File: src/rtl/frame_tick_pkg.sv
// Shared types and constants for the frame tick scheduler.
// State encoding, divider floor and power-up configuration defaults.
// Imported by frame_tick_sched and bit_divider.
package frame_tick_pkg;

  typedef enum logic [1:0] {
    ST_IDLE  = 2'd0,
    ST_ARM   = 2'd1,
    ST_RUN   = 2'd2,
    ST_DRAIN = 2'd3
  } state_e;

  // Smallest bit period that still yields a high and a low bit-clock phase.
  localparam int DIV_MIN       = 2;
  localparam int DIV_W_DEF     = 8;
  localparam int DIV_DEFAULT   = 21;
  localparam int WORD_BITS_DEF = 12;
  localparam int WORDS_W_DEF   = 8;
  localparam int WORDS_DEFAULT = 32;

endpackage

File: src/rtl/bit_divider.sv
// Purpose: bit-period counter producing the bit clock and the end-of-bit strobe.
// Latency: outputs registered; clr_i makes the next cycle cnt=0 with bit_clk_o high.
// Backpressure: none; free-runs while en_i is high, returns to zero when idle.
// Ports: clk_i/rst_ni clock and async active-low reset; clr_i restarts the count;
//        en_i advances the count; div_i bit period in cycles (>= 2);
//        bit_clk_o, bit_stb_o registered outputs; bit_stb_nxt_o next-cycle strobe.
import frame_tick_pkg::*;

module bit_divider #(
  parameter int DIV_W = DIV_W_DEF
) (
  input  logic             clk_i,
  input  logic             rst_ni,
  input  logic             clr_i,
  input  logic             en_i,
  input  logic [DIV_W-1:0] div_i,
  output logic             bit_clk_o,
  output logic             bit_stb_o,
  output logic             bit_stb_nxt_o
);

  logic [DIV_W-1:0] cnt_q, cnt_d;
  logic             bit_clk_q, bit_clk_d;
  logic             bit_stb_q, bit_stb_d;
  logic             active_d;
  logic [DIV_W-1:0] div_last;
  logic [DIV_W-1:0] div_half;

  assign div_last = div_i - 1'b1;
  assign div_half = div_i >> 1;

  // Outputs are decoded from the next count so they line up with the count
  // value that the register will hold during the same cycle.
  always_comb begin
    cnt_d = '0;
    if (clr_i) begin
      cnt_d = '0;
    end else if (en_i) begin
      cnt_d = (cnt_q == div_last) ? '0 : cnt_q + 1'b1;
    end
    active_d  = clr_i | en_i;
    bit_clk_d = active_d && (cnt_d < div_half);
    bit_stb_d = active_d && (cnt_d == div_last);
  end

  always_ff @(posedge clk_i or negedge rst_ni) begin
    if (!rst_ni) begin
      cnt_q     <= '0;
      bit_clk_q <= 1'b0;
      bit_stb_q <= 1'b0;
    end else begin
      cnt_q     <= cnt_d;
      bit_clk_q <= bit_clk_d;
      bit_stb_q <= bit_stb_d;
    end
  end

  assign bit_clk_o     = bit_clk_q;
  assign bit_stb_o     = bit_stb_q;
  assign bit_stb_nxt_o = bit_stb_d;

endmodule

File: src/rtl/frame_tick_sched.sv
// Purpose: bit/word/frame timing scheduler with start/stop control and config capture.
// Latency: start sampled at edge N -> ARM at N+1, RUN from N+2; all outputs registered.
// Backpressure: config accepted only in IDLE (oCfgReady); stop honoured on frame boundary.
// Ports: clk100MHz/rst clock and async active-low reset; iCfgValid/oCfgReady/iCfgDiv/
//        iCfgWords config handshake; iStart/iStop level requests; oBitClk, oBitStb,
//        oWordStb, oFrameStb timing outputs; oBitIdx/oWordIdx positions; oBusy not IDLE.
import frame_tick_pkg::*;

module frame_tick_sched #(
  parameter int DIV_W         = DIV_W_DEF,
  parameter int DIV_DEFAULT   = frame_tick_pkg::DIV_DEFAULT,
  parameter int WORD_BITS     = WORD_BITS_DEF,
  parameter int WORDS_W       = WORDS_W_DEF,
  parameter int WORDS_DEFAULT = frame_tick_pkg::WORDS_DEFAULT
) (
  input  logic               clk100MHz,
  input  logic               rst,
  input  logic               iCfgValid,
  output logic               oCfgReady,
  input  logic [DIV_W-1:0]   iCfgDiv,
  input  logic [WORDS_W-1:0] iCfgWords,
  input  logic               iStart,
  input  logic               iStop,
  output logic               oBitClk,
  output logic               oBitStb,
  output logic               oWordStb,
  output logic               oFrameStb,
  output logic [3:0]         oBitIdx,
  output logic [WORDS_W-1:0] oWordIdx,
  output logic               oBusy
);

  state_e             state_q, state_d;
  logic [DIV_W-1:0]   div_q, div_d;
  logic [WORDS_W-1:0] words_q, words_d;
  logic [3:0]         bit_idx_q, bit_idx_d;
  logic [WORDS_W-1:0] word_idx_q, word_idx_d;
  logic               word_stb_q, word_stb_d;
  logic               frame_stb_q, frame_stb_d;
  logic               ready_q, ready_d;
  logic               busy_q, busy_d;

  logic               cnt_clr, cnt_en, running;
  logic               bit_clk, bit_stb, bit_stb_nxt;
  logic [DIV_W-1:0]   cfg_div_clamped;
  logic [WORDS_W-1:0] cfg_words_clamped;

  assign cfg_div_clamped   = (iCfgDiv < DIV_W'(DIV_MIN)) ? DIV_W'(DIV_MIN) : iCfgDiv;
  assign cfg_words_clamped = (iCfgWords == '0) ? WORDS_W'(1) : iCfgWords;

  always_comb begin
    state_d = state_q;
    div_d   = div_q;
    words_d = words_q;
    case (state_q)
      ST_IDLE: begin
        if (iCfgValid && ready_q) begin
          div_d   = cfg_div_clamped;
          words_d = cfg_words_clamped;
        end
        // Simultaneous start and stop: stop wins.
        if (iStart && !iStop) state_d = ST_ARM;
      end
      ST_ARM:   state_d = ST_RUN;
      // A stop landing on the last cycle of a frame skips DRAIN entirely.
      ST_RUN:   if (iStop) state_d = frame_stb_q ? ST_IDLE : ST_DRAIN;
      ST_DRAIN: if (frame_stb_q) state_d = ST_IDLE;
      default:  state_d = ST_IDLE;
    endcase

    running = (state_q == ST_RUN) || (state_q == ST_DRAIN);
    cnt_clr = (state_q == ST_ARM);
    // Counting stops on the edge that leaves for IDLE so every output drops together.
    cnt_en  = running && (state_d != ST_IDLE);

    bit_idx_d  = '0;
    word_idx_d = '0;
    if (cnt_en) begin
      bit_idx_d  = bit_idx_q;
      word_idx_d = word_idx_q;
      if (bit_stb) begin
        bit_idx_d = (bit_idx_q == 4'(WORD_BITS - 1)) ? 4'd0 : bit_idx_q + 4'd1;
      end
      if (word_stb_q) begin
        word_idx_d = (word_idx_q == words_q - 1'b1) ? '0 : word_idx_q + 1'b1;
      end
    end

    // Strobes are registered, so decode them from the next-cycle bit strobe and indices.
    word_stb_d  = bit_stb_nxt && (bit_idx_d == 4'(WORD_BITS - 1));
    frame_stb_d = word_stb_d && (word_idx_d == words_q - 1'b1);
    ready_d     = (state_d == ST_IDLE);
    busy_d      = (state_d != ST_IDLE);
  end

  always_ff @(posedge clk100MHz or negedge rst) begin
    if (!rst) begin
      state_q     <= ST_IDLE;
      div_q       <= DIV_W'(DIV_DEFAULT);
      words_q     <= WORDS_W'(WORDS_DEFAULT);
      bit_idx_q   <= '0;
      word_idx_q  <= '0;
      word_stb_q  <= 1'b0;
      frame_stb_q <= 1'b0;
      ready_q     <= 1'b1;
      busy_q      <= 1'b0;
    end else begin
      state_q     <= state_d;
      div_q       <= div_d;
      words_q     <= words_d;
      bit_idx_q   <= bit_idx_d;
      word_idx_q  <= word_idx_d;
      word_stb_q  <= word_stb_d;
      frame_stb_q <= frame_stb_d;
      ready_q     <= ready_d;
      busy_q      <= busy_d;
    end
  end

  bit_divider #(
    .DIV_W (DIV_W)
  ) u_bit_divider (
    .clk_i         (clk100MHz),
    .rst_ni        (rst),
    .clr_i         (cnt_clr),
    .en_i          (cnt_en),
    .div_i         (div_q),
    .bit_clk_o     (bit_clk),
    .bit_stb_o     (bit_stb),
    .bit_stb_nxt_o (bit_stb_nxt)
  );

  assign oCfgReady = ready_q;
  assign oBusy     = busy_q;
  assign oBitClk   = bit_clk;
  assign oBitStb   = bit_stb;
  assign oWordStb  = word_stb_q;
  assign oFrameStb = frame_stb_q;
  assign oBitIdx   = bit_idx_q;
  assign oWordIdx  = word_idx_q;

endmodule

File: config.mk
export PLATFORM = sky130hd
export DESIGN_NAME = frame_tick_sched
export DESIGN_NICKNAME = d
export VERILOG_FILES = /design/src/rtl/frame_tick_pkg.sv /design/src/rtl/bit_divider.sv /design/src/rtl/frame_tick_sched.sv
export SDC_FILE = /design/constraint.sdc
export NUM_CORES = 1
export LEC_CHECK = 0
export ABC_AREA = 0
export BUFFER_PORTS_ARGS = -buffer_cell sky130_fd_sc_hd__buf_2
export CAP_MARGIN = 40
export CORE_MARGIN = 5
export CORE_UTILIZATION = 39
export CTS_CLUSTER_SIZE = 24
export DETAILED_ROUTE_END_ITERATION = 12
export SLEW_MARGIN = 10
export SYNTH_ARGS = -nofsm -noshare
export SYNTH_HDL_FRONTEND = slang
export SYNTH_SLANG_ARGS = --single-unit
File: constraint.sdc
create_clock -name clk100MHz -period 3.67 [get_ports clk100MHz]
set_input_delay 0.367 -clock clk100MHz [delete_from_list [all_inputs] [get_ports clk100MHz]]
set_output_delay 0.367 -clock clk100MHz [all_outputs]
set_load 0.02 [all_outputs]
==> reports/results.txt <==
Highest ir drop seen on vdd: 225 uV. The run gives 0 as the final hold violation count. The final critical path takes up 92.5% of the cycle. The worst path needs 3390 ps of the cycle, external delays included. For the number of clock sinks, the log shows 44.

The total buffers and inverters traversed by the critical path came out at 1. TritonCTS built the clock tree. The min-delay analysis places its worst path in the category in2reg. The initial antenna violation count was 0; the number of port buffers was 38. After clock tree synthesis, the clock-pin slew on the worst setup and hold paths is 90 ps. The number of antenna diodes in the final layout is 0. In the final layout, the share of cells above drive strength 1 is 18.5%. The floorplan step defined a die boundary enclosing 0.00972 sq mm. Row generation in the floorplan step produced 32 rows. The synthesized netlist contains 51 unique library cells. Standby leakage power: 1.62 nW. The count of state elements after synthesis is 44, and the half-perimeter wire length after placement is 5.42 mm.

The number of clock buffers added by TritonCTS is 5. The proportion of register bits with asynchronous set or reset after synthesis came out at 100%. The flow ran to the end, and the final reports show no timing, DRC or antenna violations.

The completed layout was analyzed and its total power is 0.000957 W. The worst setup path is captured at a register. CTS placed an instance of clkbuf_8 at the clock tree root. The core area was 0.00769 sq mm. After synthesis, the mean cell area works out to 8.85 sq um.

The logs give 2363 for the number of global-route vias before repair and 2523 for the vias after detailed routing. The run gives 313 ps as the pre-CTS worst setup slack. The tool flagged a number of max-cap violations equal to 0. The worst setup path startpoint is div_q[0]$_DFFE_PN1P_. The kind of cell with the highest combined delay on the critical path was compound AO/OA/AOI/OAI gates. The logs give 0 for the number of max-slew violations in the final report and 3.17 ps for the maximum clock skew at final layout. Final antenna-violating net count: 0.

The mapped netlist covers 0.00306 sq mm. For the worst setup path, the data arrival time is 3600 ps. Among all stages on the critical path, the largest delay is contributed by dfstp_2. The cell count after synthesis is 346.

After detailed routing, the average wire length per cell comes to 14.3 microns. The logs give 0 for the post-cts repair resize count and 6.94 mm for the total wire length after detailed routing. The H-tree depth reported by CTS came out at 2. Setup repair after global routing left no endpoint under its margin.

The critical path is of the reg2reg type. The top cell type's share of synthesized area was 31.9%. The synthesized design contains 0 enable-type register cells.

STA classifies the critical path startpoint as a register. The longest clock path from root to sink contains 2 buffers. Counting every net in the synthesized netlist gives 378.

The logs give 295 MHz for the maximum clock frequency and 11.6 mm for the wire length of the first global-routing pass. For this run, the share of the core covered by cells in the final layout is 45.7%. The measured slew at the worst slew-check pin was 614 ps; the worst slew slack as a fraction of its limit was 59.0%. At the end of routability-driven placement, the weighted congestion stood at 0.808. For the worst setup path, the data required time is 3870 ps.

The Yosys step of the flow raised 0 warnings. Summed over all layers, the global routing overflow is 0. After synthesis, the cell types taking the most area are dfrtp_1, xnor2_1, xor2_1. For the later-pin clock latency in the skew report, the log shows 300 ps. The tools report the detailed-routing iteration count for the pre-antenna-repair pass as 4. The flip-flop cell with the highest count after synthesis is dfrtp_1. In this run the horizontal extent of the chip is 98.6 microns.

In this run the most critical hold path is launched from iCfgDiv[0]. The area overhead of the layout relative to synthesis was 14.8%; the critical-path maximum fanout was 13. The setup TNS is 0 ps, and the areal power density over the cells is 272 mW/mm^2. In the post-synthesis netlist, the cell with the most instances is dfrtp_1. For the starting utilization of the core area, the log shows 39.8%. The number of ports placed on the die boundary was 39; the die height was 98.6 microns. For this run, the total global-route usage over all layers was measured as 14.5%.

The worst register-to-register path begins at div_q[0]$_DFFE_PN1P_. Delay of the slowest cell on the worst path: 590 ps. The smallest setup slack after layout came out at 275 ps.

dfrtp_1 takes more of the synthesized area than any other cell. The signal on the critical path passes through inv_1 -> ha_1 -> xnor2_1 -> xnor2_1 -> nor4_2 -> a31o_1 -> nor2_1 -> ha_1 -> o21a_1 -> o2111ai_1 -> nor2_1 -> nor4_1. In the routed design, unresolved DRC markers number 0. For the final count of negative-setup-slack endpoints, the log shows 0. After synthesis, the most frequently instantiated cells are dfrtp_1, nand2_1, nor2_1. The detailed router finished its first iteration with 91 violations. The tools report the net total in the final layout as 414. The via-per-instance ratio came out at 5.20. The largest net degree at the start of global routing was 28; the sequential-to-total area share from yosys stat was 36.2%.
cell type report:
| cell class | instances | area [sq um] |
|---|---|---|
| inverter | 20 | 75.1 |
| multi-input combinational | 268 | 1830 |
| fill | 773 | 4170 |
| timing repair buffer | 43 | 243 |
| clock buffer | 6 | 72.6 |
| sequential | 44 | 1110 |
| tap | 102 | 128 |
| clock inverter | 2 | 60.1 |
final timing paths:
path,cells after the start,slack [ps],end
setup / recovery,12,280,u_bit_divider.bit_clk_o$_DFF_PN0_
hold / removal,3,260,div_q[0]$_DFFE_PN1P_
hold reg to reg,2,570,div_q[0]$_DFFE_PN1P_
setup reg to reg,12,280,u_bit_divider.bit_clk_o$_DFF_PN0_
max in group asynchronous,3,2580,oCfgReady$_DFF_PN1_
min in group asynchronous,2,530,div_q[5]$_DFFE_PN0P_
flip-flops by register name, indices dropped and copies added (netlist names):
| name | cells |
|---|---|
| div_q | 8 |
| oWordIdx | 8 |
| u_bit_divider.cnt_q | 8 |
| words_q | 8 |
| oBitIdx | 4 |
| state_q | 2 |
| oBusy | 1 |
| oCfgReady | 1 |
| oFrameStb | 1 |
| oWordStb | 1 |
| u_bit_divider.bit_clk_o | 1 |
| u_bit_divider.bit_stb_o | 1 |
power by group:
part	total, W	internal [W]	switching, W	leakage, nW
Combinational	0.0000252	0.0000109	0.0000143	1.03
Sequential	0.000485	0.000485	0.0000000000000000000248	0.530
Clock	0.000447	0.000272	0.000174	0.0654
layer usage:
layer  wire [microns]  up-vias  global-route usage [%]  share of wire, %
met2             2880       51                    21.3                41
met1             3680     1181                    22.3                53
met5                0        -                       0                 0
met4               46        0                    2.84              0.66
met3              342        4                    2.69               4.9
li1                 -     1287                       -                 -
timing repair:
action,CTS,global route
buffers inserted,0,0
endpoints found under the hold margin,1,0
hold buffers,1,0
through the flow:
stage,hold WS (ps),std cells,area [sq um]
floorplan,71.4,346,3060
global placement,552,475,3350
detailed placement,335,476,3370
CTS,244,485,3510
global route,273,485,3510
finish,264,485,3510
logic make-up after synthesis:
kind of cell / count (synthesis) / share of synthesized area [%]
simple gates: 141 / 24.7
compound gates: 61 / 12.6
xor+xnor: 45 / 14.2
flops: 44 / 36.2
buf+inv: 34 / 4.29
fa+ha+maj: 11 / 4.50
mux: 10 / 3.51
tightest hold or removal path, cell delays in order:
cell and delay (ps):
buf_2 100, inv_1 40, o22ai_1 50
layout by cell type, fill, tap and decap left out, drive strengths merged, types with 3 or more instances in the layout:
| master | count |
|---|---|
| buf | 42 |
| dfrtp | 39 |
| nand2 | 32 |
| nor2 | 31 |
| xnor2 | 25 |
| o21ai | 22 |
| inv | 20 |
| xor2 | 17 |
| ha | 11 |
| nand3 | 10 |
| a21oi | 10 |
| nor3 | 9 |
| nand4 | 7 |
| nor4 | 7 |
| or2 | 6 |
| or3 | 6 |
| a31oi | 6 |
| and2 | 6 |
| mux2 | 6 |
| clkbuf | 6 |
| nand2b | 5 |
| dfstp | 5 |
| nand3b | 4 |
| nor3b | 4 |
| mux2i | 4 |
| and3 | 4 |
| xnor3 | 3 |
| o22ai | 3 |
(Power assumes the default switching activity.)
